==> config.mk <==
export PLATFORM = sky130hd
export DESIGN_NAME = run_length_detector
export DESIGN_NICKNAME = d
export VERILOG_FILES = /design/src/rtl/run_length_detector.sv
export SDC_FILE = /design/constraint.sdc
export NUM_CORES = 1
export LEC_CHECK = 0
export BUFFER_PORTS_ARGS = -buffer_cell sky130_fd_sc_hd__buf_2
export CAP_MARGIN = 20
export CORE_AREA = 2 2 39 41
export DETAILED_ROUTE_END_ITERATION = 7
export DIE_AREA = 0 0 41 43
export HOLD_SLACK_MARGIN = 0.08
export PLACE_DENSITY = 0.49
export REMOVE_ABC_BUFFERS = 1
export SLEW_MARGIN = 40
export SYNTH_ARGS = -nofsm -noshare
export SYNTH_HDL_FRONTEND = slang
export SYNTH_SLANG_ARGS = --single-unit
==> constraint.sdc <==
create_clock -name clk -period 1.65 [get_ports clk]
set_clock_uncertainty 0.05 [all_clocks]
set_input_delay 0.33 -clock clk [delete_from_list [all_inputs] [get_ports clk]]
set_output_delay 0.33 -clock clk [all_outputs]
set_load 0.02 [all_outputs]
==> src/rtl/run_length_detector.sv <==
// run_length_detector
//   Consecutive-ones detector for a qualified serial bit stream. It counts
//   back-to-back valid '1' samples and pulses detect for one cycle when the
//   run reaches THRESHOLD. OVERLAP selects restart-after-hit (0) or a sliding
//   window that fires again on every further '1' (1).
//
//   Optional feature macro: RLD_STATS_EN adds the hit_total port and a
//   16-bit saturating hit counter.
//
// Parameters
//   CNT_W      run counter width; THRESHOLD must lie in 1..2**CNT_W-1
//   THRESHOLD  run length that fires detect
//   OVERLAP    0: restart after a hit, 1: saturate at THRESHOLD and re-fire
// Ports
//   clk        clock, all logic on posedge
//   rst        synchronous active-high reset
//   clear      synchronous soft clear of run state (hit_total untouched)
//   bit_valid  qualifies bit_in
//   bit_in     serial data bit
//   count      current run length (registered)
//   detect     one-cycle hit pulse (registered)
//   state      debug state: 00 IDLE, 01 RUN, 10 HIT
//   hit_total  saturating hit counter (RLD_STATS_EN only)
module run_length_detector #(
  parameter int CNT_W     = 4,
  parameter int THRESHOLD = 3,
  parameter int OVERLAP   = 0
) (
  input  logic             clk,
  input  logic             rst,
  input  logic             clear,
  input  logic             bit_valid,
  input  logic             bit_in,
  output logic [CNT_W-1:0] count,
  output logic             detect,
  output logic [1:0]       state
`ifdef RLD_STATS_EN
  ,
  output logic [15:0]      hit_total
`endif
);

  if (THRESHOLD < 1 || THRESHOLD > (2**CNT_W) - 1) begin : g_bad_threshold
    $error("run_length_detector: THRESHOLD out of range 1..2**CNT_W-1");
  end

  typedef enum logic [1:0] {
    IDLE = 2'b00,
    RUN  = 2'b01,
    HIT  = 2'b10
  } state_t;

  localparam logic [CNT_W-1:0] THR = CNT_W'(THRESHOLD);
  localparam logic [CNT_W-1:0] ONE = CNT_W'(1);

  state_t             state_q, state_d;
  logic [CNT_W-1:0]   count_d;
  logic               detect_d;

  always_ff @(posedge clk) begin
    if (rst) begin
      state_q <= IDLE;
      count   <= '0;
      detect  <= 1'b0;
    end else begin
      state_q <= state_d;
      count   <= count_d;
      detect  <= detect_d;
    end
  end

  always_comb begin
    state_d  = state_q;
    count_d  = count;
    detect_d = 1'b0;
    if (clear) begin
      // clear wins over a coincident sample; the sample is dropped
      state_d = IDLE;
      count_d = '0;
    end else if (bit_valid) begin
      if (!bit_in) begin
        state_d = IDLE;
        count_d = '0;
      end else if (state_q == RUN) begin
        // count < THRESHOLD here, so the increment cannot overflow
        count_d = count + ONE;
        if (count + ONE == THR) begin
          state_d  = HIT;
          detect_d = 1'b1;
        end
      end else if (state_q == HIT && OVERLAP != 0) begin
        // sliding window: hold count at THRESHOLD and fire again
        count_d  = THR;
        detect_d = 1'b1;
      end else begin
        // IDLE, HIT without overlap, or the unused encoding: fresh run
        count_d = ONE;
        if (THRESHOLD == 1) begin
          state_d  = HIT;
          detect_d = 1'b1;
        end else begin
          state_d = RUN;
        end
      end
    end
  end

  assign state = state_q;

`ifdef RLD_STATS_EN
  // Steps on the same edge that raises detect, so hit_total already
  // includes the pulse currently visible on detect.
  always_ff @(posedge clk) begin
    if (rst) begin
      hit_total <= '0;
    end else if (detect_d && hit_total != 16'hFFFF) begin
      hit_total <= hit_total + 16'd1;
    end
  end
`endif

endmodule

==> summary.txt, run 1 <==
Status: finished, final reports clean
Hold path depth: 3
Largest area contributor in the netlist: dfxtp_1
# Max-Cap Violations: 0
Post-DP HPWL: 627 µm
Fin util: 0.343
Crit Path Class: reg -> reg
Yosys warnings: 0
Post-synthesis cell area: 358 µm²
Leakage: 0.205 nW
Reg-to-reg startpoint: count[0]
First-pass GRT wire length: 1260 µm
Reg2Reg Depth: 5
Core Region: 0.00138 mm²
Largest net degree at the start of global routing: 9
Number of synthesized flops with an enable pin: 0
Global placement routability congestion: 0.741
Max Clk Rate: 647 MHz
Port Buffers: 11
Postcts setup bufs: 0
#FFs+latches synth: 7
H-tree depth: 1
Layout area overhead: 32.5%
Final min period: 1.55 ns
Worst path required time: 1.75 ns
Synth Instances: 45
Hold Startpoint: bit_in
CTS sink cnt: 7
Worst Hold Class: in -> reg
Hold Slack: 0.329 ns
Total GRT Usage: 0.113
Async set or reset register ratio after synthesis: 0
Flop2flop setup slack: 0.10 ns
Unique masters post-synth: 19
CP startpoint: count[0]
Switching power: 0.0844 mW
Synth top area share: 0.392
Fillers: 153
Sw frac: 0.234
CP startpoint kind: flop
Vias in the first global route: 313
Final Setup Violations: 0
CTS tree: built
Synth area leaders: dfxtp_1 (39%), nand2_1 (7.3%), ha_1 (7.0%), nand3_1 (5.6%), nor2_1 (4.2%)
CTS Hold Buffers Added: 0
Number of CTS-inserted buffers: 3
Total congestion overflow: 0
IO Pins: 12
Worst-Skew Late Latency: 0.26 ns
Peak supply drop: 0.248 mV
Die H: 43 µm
DIE AREA: 0.00176 mm²
Clk pwr share: 0.443
P_int: 0.277 mW
DRC Markers: 0
Actual slew at the worst max-slew pin: 0.367 ns
CP endpoint kind: flop
Syn_area_per_cell: 7.95 µm²
Placement Cell Area: 448 µm²
Routed Antenna Nets: 0
Initial Util: 0.259
Nets: 70
Max Root-Sink Buffers: 2
Ant diodes: 0
Router iterations before antenna repair: 2
Root buffer cell: clkbuf_4
PD cells: 762 mW/mm²
DR vias: 360
Post-cts resize count: 0
Post-Route WL: 826 µm
Placed cell count: 74
Synth top cells by count: dfxtp_1 (7), nand2_1 (7), nand3_1 (4), nor2_1 (4), inv_1 (3)
Setup TNS: 0 ns
Max_slew headroom: 0.753
Worst-path clk slew: 0.05 ns
Period utilisation layout: 0.937
Reg power frac: 0.477
Ys flop type: dfxtp_1
Max Transition Viols Final: 0
Die Wd: 41 µm
Initial antenna violation count: 0
Sequential area share after synthesis: 0.392
RSZ-0062 raised after global routing: false
Routed vias/inst: 4.62
Layout Cells excl Fill: 78
Crit-path max FO: 5
FP Rows: 14
Final Cell Area: 474 µm²
Layout cells sized above 1: 0.290
Comb pwr share: 0.081
Final-report hold violation count: 0
Per-cell routed wire length: 10.6 µm
WP data arrival: 1.64 ns
DR iter-0 viols: 10
kinds of logic (layout without fill, tap and decap cells):
kind of cell               after synthesis  in the layout  synth area share
AOI/OAI and AO/OA                       10             10             0.203
adders and majority gates                2              2            0.0699
buffers and inverters                    3             20            0.0315
DFF                                      7              7             0.392
and+or+nand+nor                         23             23             0.304
cell type report:
class                           instances  area [µm²]  share of cell area
Tap cell                               16        20.0              0.0422
Timing Repair Buffer                   13        70.1               0.148
Multi-Input combinational cell         35         206               0.435
Inverter                                3        11.3              0.0237
Clock buffer                            4        26.3              0.0554
Sequential cell                         7         140               0.296
path summary, 6_finish.rpt:
| path | end |
|---|---|
| min reg2reg | state[1] |
| min | count[0] |
| max reg2reg | state[0] |
| max | state[0] |
sequential cells by signal, summed over array words and instances (netlist names):
| register | cells |
|---|---|
| state | 2 |
| detect | 1 |
| count | 4 |
metrics by stage:
step                setup WS [ns]  total power, mW
global placement            0.145            0.205
global route               0.0216            0.376
finish                      0.103            0.361
floorplan                 -0.0351            0.192
CTS                        0.0895            0.363
detailed placement          0.116            0.205
power groups by stage:
stage | logic, mW | clock network, mW | registers, mW
after floorplan | 0.0130 | 0 | 0.179
after global placement | 0.0293 | 0 | 0.176
after detailed placement | 0.0292 | 0 | 0.176
after CTS | 0.0294 | 0.161 | 0.172
after global routing | 0.0325 | 0.171 | 0.172
final | 0.0292 | 0.160 | 0.172
critical path, cell delays in order (launching register included):
cell and delay (ns):
dfxtp_1 0.33, ha_1 0.24, and2_1 0.15, a21oi_1 0.06, o32a_1 0.32, o31a_1 0.28
cells in the final DEF, fill, tap and decap left out:
master and count:
buf_4 2, clkbuf_1 1, o22ai_1 1, nand2_1 7
nand3_1 4, and2_1 2, o31ai_1 1, nor2b_1 2
dfxtp_1 7, nor3_1 2, o21ai_0 2, o32a_1 1
buf_2 11, a41o_1 1, nand2b_1 1, or2_2 1
a21oi_1 2, clkbuf_4 3, inv_1 3, o22a_2 1
nor2_1 4, ha_1 2, o31a_1 1
routing by layer:
metal / share of wire / GRT usage / vias up
li1: - / - / 192
met1: 0.47 / 0.132 / 152
met2: 0.41 / 0.147 / 11
met3: 0.077 / 0.0471 / 5
met4: 0.041 / 0.100 / 0
met5: 0 / 0 / -
Power figures use the tool's default switching activity.
==> run 2: changes to the inputs <==
Settings changed: PLACE_DENSITY 0.49 to not set.
Clock period 1.65 ns to 1.6 ns, I/O delays scaled along.
==> run 2 against run 1 <==
  * Sequential share of layout area shrank 0.16 points
  * Total power grew 1.1%
  * Maximum frequency grew 2.8%
  * Largest power group unchanged
  * Via count grew 0.28%
  * Worst setup slack lost 0.0085 ns
==> summary.txt, run 2 (synthesis gave the netlist of run 1 again) <==
Status: finished, final reports clean
Worst path required time: 1.69 ns (-0.06 ns)
Initial antenna violation count: 0 (unchanged)
Number of flip-flops under the largest register name: 4 (unchanged)
Post-Route WL: 734 µm (-11%)
Leakage: 0.202 nW (-1.5%)
Actual slew at the worst max-slew pin: 0.356 ns (-0.0115 ns)
Period utilisation layout: 0.941 (+0.00334)
Number of CTS-inserted buffers: 3 (unchanged)
Peak supply drop: 0.314 mV (+27%)
Vias in the first global route: 305 (-2.6%)
Total GRT Usage: 0.105 (-0.00783)
WP data arrival: 1.59 ns (-0.05 ns)
Routed Antenna Nets: 0 (unchanged)
Fin util: 0.344 (+0.00181)
Postcts setup bufs: 0 (unchanged)
Nets: 70 (unchanged)
Max Clk Rate: 664 MHz (+2.8%)
Placement Setup Slack: 0.0779 ns (-0.0381 ns)
CTS tree: built
Hold path depth: 3 (unchanged)
Max Root-Sink Buffers: 2 (unchanged)
Max_slew headroom: 0.761 (+0.00771)
Placed cell count: 74 (unchanged)
Hold Slack: 0.317 ns (-0.0126 ns)
Port Buffers: 11 (unchanged)
Routed vias/inst: 4.63 (+0.28%)
CTS sink cnt: 7 (unchanged)
CP endpoint kind: flop
Layout cells sized above 1: 0.306 (+0.0161)
Global placement routability congestion: 0.673 (-9.1%)
Final Setup Violations: 0 (unchanged)
Flop2flop setup slack: 0.09 ns (about the same)
Die Wd: 41 µm (unchanged)
Most common cell after layout, fill and taps aside: buf_2
Crit-path max FO: 5 (unchanged)
Per-cell routed wire length: 9.41 µm (-11%)
Layout area overhead: 33.2%
DIE AREA: 0.00176 mm² (unchanged)
Worst-path clk slew: 0.05 ns (about the same)
Initial Util: 0.259 (unchanged)
Max Transition Viols Final: 0 (unchanged)
WHS Endpoint: count[0]
PD cells: 766 mW/mm² (+0.54%)
FP Rows: 14 (unchanged)
DR iter-0 viols: 5 (-5)
Largest Register: count
DRC Markers: 0 (unchanged)
Most frequent cells in the layout: buf_2 (11), nand2_1 (7), dfxtp_1 (7)
# Max-Cap Violations: 0 (unchanged)
Die H: 43 µm (unchanged)
Worst-Skew Late Latency: 0.25 ns (about the same)
DR vias: 361 (+0.28%)
Post-DP HPWL: 596 µm (-4.9%)
Layout Cells excl Fill: 78 (unchanged)
Core Region: 0.00138 mm² (unchanged)
RSZ-0062 raised after global routing: false
Ant diodes: 0 (unchanged)
H-tree depth: 1 (unchanged)
R2R Path End: state[0]
Largest net degree at the start of global routing: 9 (unchanged)
CP startpoint kind: flop
Final min period: 1.51 ns (-0.0415 ns)
Power Total: 0.365 mW (+1.1%)
Worst Hold Class: in -> reg
Final-report hold violation count: 0 (unchanged)
Hold Startpoint: bit_in
Total congestion overflow: 0 (unchanged)
Router iterations before antenna repair: 4 (+2)
Crit Path Class: reg -> reg
Setup slack after layout: 0.0948 ns (-0.00847 ns)
First-pass GRT wire length: 1180 µm (-6.6%)
Reg-to-reg startpoint: count[0]
Root buffer cell: clkbuf_4
IO Pins: 12 (unchanged)
Reg2Reg Depth: 5 (unchanged)
==> run 2: layout make-up <==
cell class | count | area [µm²]
sequential | 7 | 140
tap | 16 | 20.0
timing repair buffer | 13 | 70.1
multi-input combinational | 35 | 209
clock buffer | 4 | 26.3
inverter | 3 | 11.3
fill | 152 | 907
==> run 2: metrics by stage <==
| step | setup TNS, ns | cell area, µm² |
|---|---|---|
| 2_1_floorplan | -0.0851 | 358 |
| 3_3_place_gp | 0 | 448 |
| 3_5_place_dp | 0 | 448 |
| 4_1_cts | 0 | 474 |
| 5_1_grt | 0 | 477 |
| 6_report | 0 | 477 |
==> run 2: worst max-delay path: stages (launching register included) <==
cell and delay [ns]:
dfxtp_1 0.33, ha_2 0.22, and2_1 0.14, a21oi_1 0.06, o32a_1 0.32, o31a_1 0.28
==> run 2: what timing repair did <==
| action | 4_1_cts | 5_1_grt |
|---|---|---|
| hold buffers | 0 | 0 |
| hold endpoints to repair | 0 | 0 |
| gates resized for setup | 0 | 1 |
| endpoints found under the setup margin | 0 | 1 |
==> run 2: how the worst max path moves through the flow <==
stage,start,to,cells after the start
final,count[0],state[0],5
after global routing,count[1],state[0],5
after CTS,count[0],state[0],5
after detailed placement,count[0],state[0],5
after global placement,count[0],state[0],6
after floorplan,count[0],state[0],5
==> run 2: where the power goes <==
part           internal [mW]  switching (mW)
Clock                 0.0950          0.0628
Sequential             0.177         0.00122
Combinational         0.0137          0.0160
Total                  0.285          0.0800
==> run 2: routing by layer <==
metal,vias to the layer above,track usage,share of wire
met3,4,0.0314,0.052
met4,0,0.100,0.042
li1,194,-,-
met1,152,0.140,0.50
met5,-,0,0
met2,11,0.125,0.40
==> run 3: changes to the inputs <==
Settings changed: PLACE_DENSITY_LB_ADDON set to 0.3.
==> run 3 against run 2 <==
  * Maximum frequency is 0.67% higher
  * Clock power hardly changed
  * Critical endpoint unchanged
  * Critical path type unchanged
  * Largest cell class unchanged
  * Highest routed layer unchanged
  * Wire length is 3.5% higher
==> summary.txt, run 3 (synthesis gave the netlist of run 1 again) <==
Worst-path clk slew: 0.06 ns (about the same)
Worst-Skew Late Latency: 0.25 ns (about the same)
Layout cells sized above 1: 0.317 (+0.0110)
H-tree depth: 1 (unchanged)
DIE AREA: 0.00176 mm² (unchanged)
Post-Route WL: 760 µm (+3.5%)
Vias in the first global route: 295 (-3.3%)
Largest net degree at the start of global routing: 9 (unchanged)
Met3 wire length: 56 µm (+47%)
RSZ-0062 raised after global routing: false
Final-report hold violation count: 0 (unchanged)
IO Pins: 12 (unchanged)
Ant diodes: 0 (unchanged)
Max_slew headroom: 0.745 (-0.0160)
Core Region: 0.00138 mm² (unchanged)
CP endpoint kind: flop
CP cell instances: ha_2, and2_1, a21oi_1, o32a_1, o31a_1
CTS sink cnt: 7 (unchanged)
Total GRT Usage: 0.112 (+0.00705)
Reg-to-reg startpoint: count[0]
CP max-delay cell: dfxtp_1
Port Buffers: 11 (unchanged)
# Max-Cap Violations: 0 (unchanged)
CP startpoint kind: flop
Most common cell after layout, fill and taps aside: buf_2
Post-Route M1 WL: 373 µm (+0.81%)
Peak supply drop: 0.274 mV (-13%)
Router iterations before antenna repair: 4 (unchanged)
CTS tree: built
Number of CTS-inserted buffers: 3 (unchanged)
Root buffer cell: clkbuf_4
DR vias: 366 (+1.4%)
Hold path depth: 3 (unchanged)
Number of flip-flops under the largest register name: 4 (unchanged)
Final min period: 1.50 ns (-0.00997 ns)
Layout area overhead: 35.3%
Post-DP HPWL: 613 µm (+3.0%)
Per-cell routed wire length: 9.62 µm (+2.2%)
Crit Path Class: reg -> reg
Final Setup Violations: 0 (unchanged)
First-pass GRT wire length: 1170 µm (-1.1%)
Die Wd: 41 µm (unchanged)
Crit-path max FO: 4 (-1)
DR iter-0 viols: 8 (+3)
Period utilisation layout: 0.935 (-0.00623)
WP data arrival: 1.58 ns (about the same)
Global placement routability congestion: 0.692 (+2.8%)
FP Rows: 14 (unchanged)
Leakage: 0.208 nW (+2.7%)
DRC Markers: 0 (unchanged)
Routed vias/inst: 4.63 (+0.10%)
CP startpoint: count[0]
Top layer in use: met4
PD cells: 762 mW/mm² (-0.58%)
Postcts setup bufs: 0 (unchanged)
Metal2 WL: 293 µm (-0.68%)
Slowest stage delay, CP: 0.35 ns (+0.02 ns)
Max Clk Rate: 669 MHz (+0.67%)
Die H: 43 µm (unchanged)
Nets: 71 (+1.4%)
Routed Antenna Nets: 0 (unchanged)
Power Total: 0.369 mW (+0.98%)
Initial antenna violation count: 0 (unchanged)
Largest Register: count
Worst Hold Class: in -> reg
Worst path required time: 1.68 ns (about the same)
Setup TNS: 0 ns (unchanged)
Actual slew at the worst max-slew pin: 0.379 ns (+0.0239 ns)
Reg2Reg Depth: 5 (unchanged)
Status: finished, final reports clean
Max Root-Sink Buffers: 2 (unchanged)
Most frequent cells in the layout: buf_2 (11), nand2_1 (7), dfxtp_1 (7)
Hold Startpoint: bit_in
Total congestion overflow: 0 (unchanged)
Max Transition Viols Final: 0 (unchanged)
Initial Util: 0.259 (unchanged)
## run 3: changes by cell type in the layout (fill, tap and decap cells not counted), sizes merged
cell / change
buf: +1
## run 3: final cells by class
type / instances / area [µm²]
sequential: 7 / 140
multi-input combinational: 35 / 209
inverter: 3 / 11.3
fill: 150 / 900
clock buffer: 4 / 26.3
tap: 16 / 20.0
timing repair buffer: 14 / 77.6
## run 3: power by group
group	internal, mW	total (mW)	switching, mW
Combinational	0.0137	0.0299	0.0162
Sequential	0.176	0.178	0.00137
Clock	0.0952	0.161	0.0660
Total	0.285	0.369	0.0835
## run 3: through the flow
| stage | hold WS [ns] | util | instance area, µm² | std cells | setup slack, ns |
|---|---|---|---|---|---|
| after global placement | 0.451 | 0.329 | 455 | 75 | 0.128 |
| after global routing | 0.326 | 0.350 | 484 | 79 | 0.0212 |
| after CTS | 0.313 | 0.348 | 482 | 79 | 0.0891 |
| final | 0.314 | 0.350 | 484 | 79 | 0.105 |
| after detailed placement | 0.443 | 0.329 | 455 | 75 | 0.113 |
| after floorplan | 0.414 | - | 358 | 45 | -0.0851 |
## run 3: worst max-delay path, delay by kind of cell, from the launching register on
family	cells	cell delay, ns
flops	1	0.35
fa+ha+maj	1	0.21
simple gates	1	0.13
compound gates	3	0.64
## run 3: what timing repair did
action / in CTS / in global routing
setup endpoints to repair: 0 / 1
resized for setup: 0 / 1
hold buffers: 0 / 0
hold endpoints to repair: 0 / 0
## run 3: final timing paths
| check | endpoint | slack (ns) |
|---|---|---|
| setup reg to reg | state[0] | 0.10 |
| hold / removal | count[0] | 0.31 |
| setup / recovery | state[0] | 0.10 |
| hold reg to reg | state[1] | 0.45 |
## run 3: metal layers
layer  global-route usage  vias up
met2                0.125       17
met5                    0        -
li1                     -      193
met3               0.0471        4
met1                0.143      152
met4                0.120        0
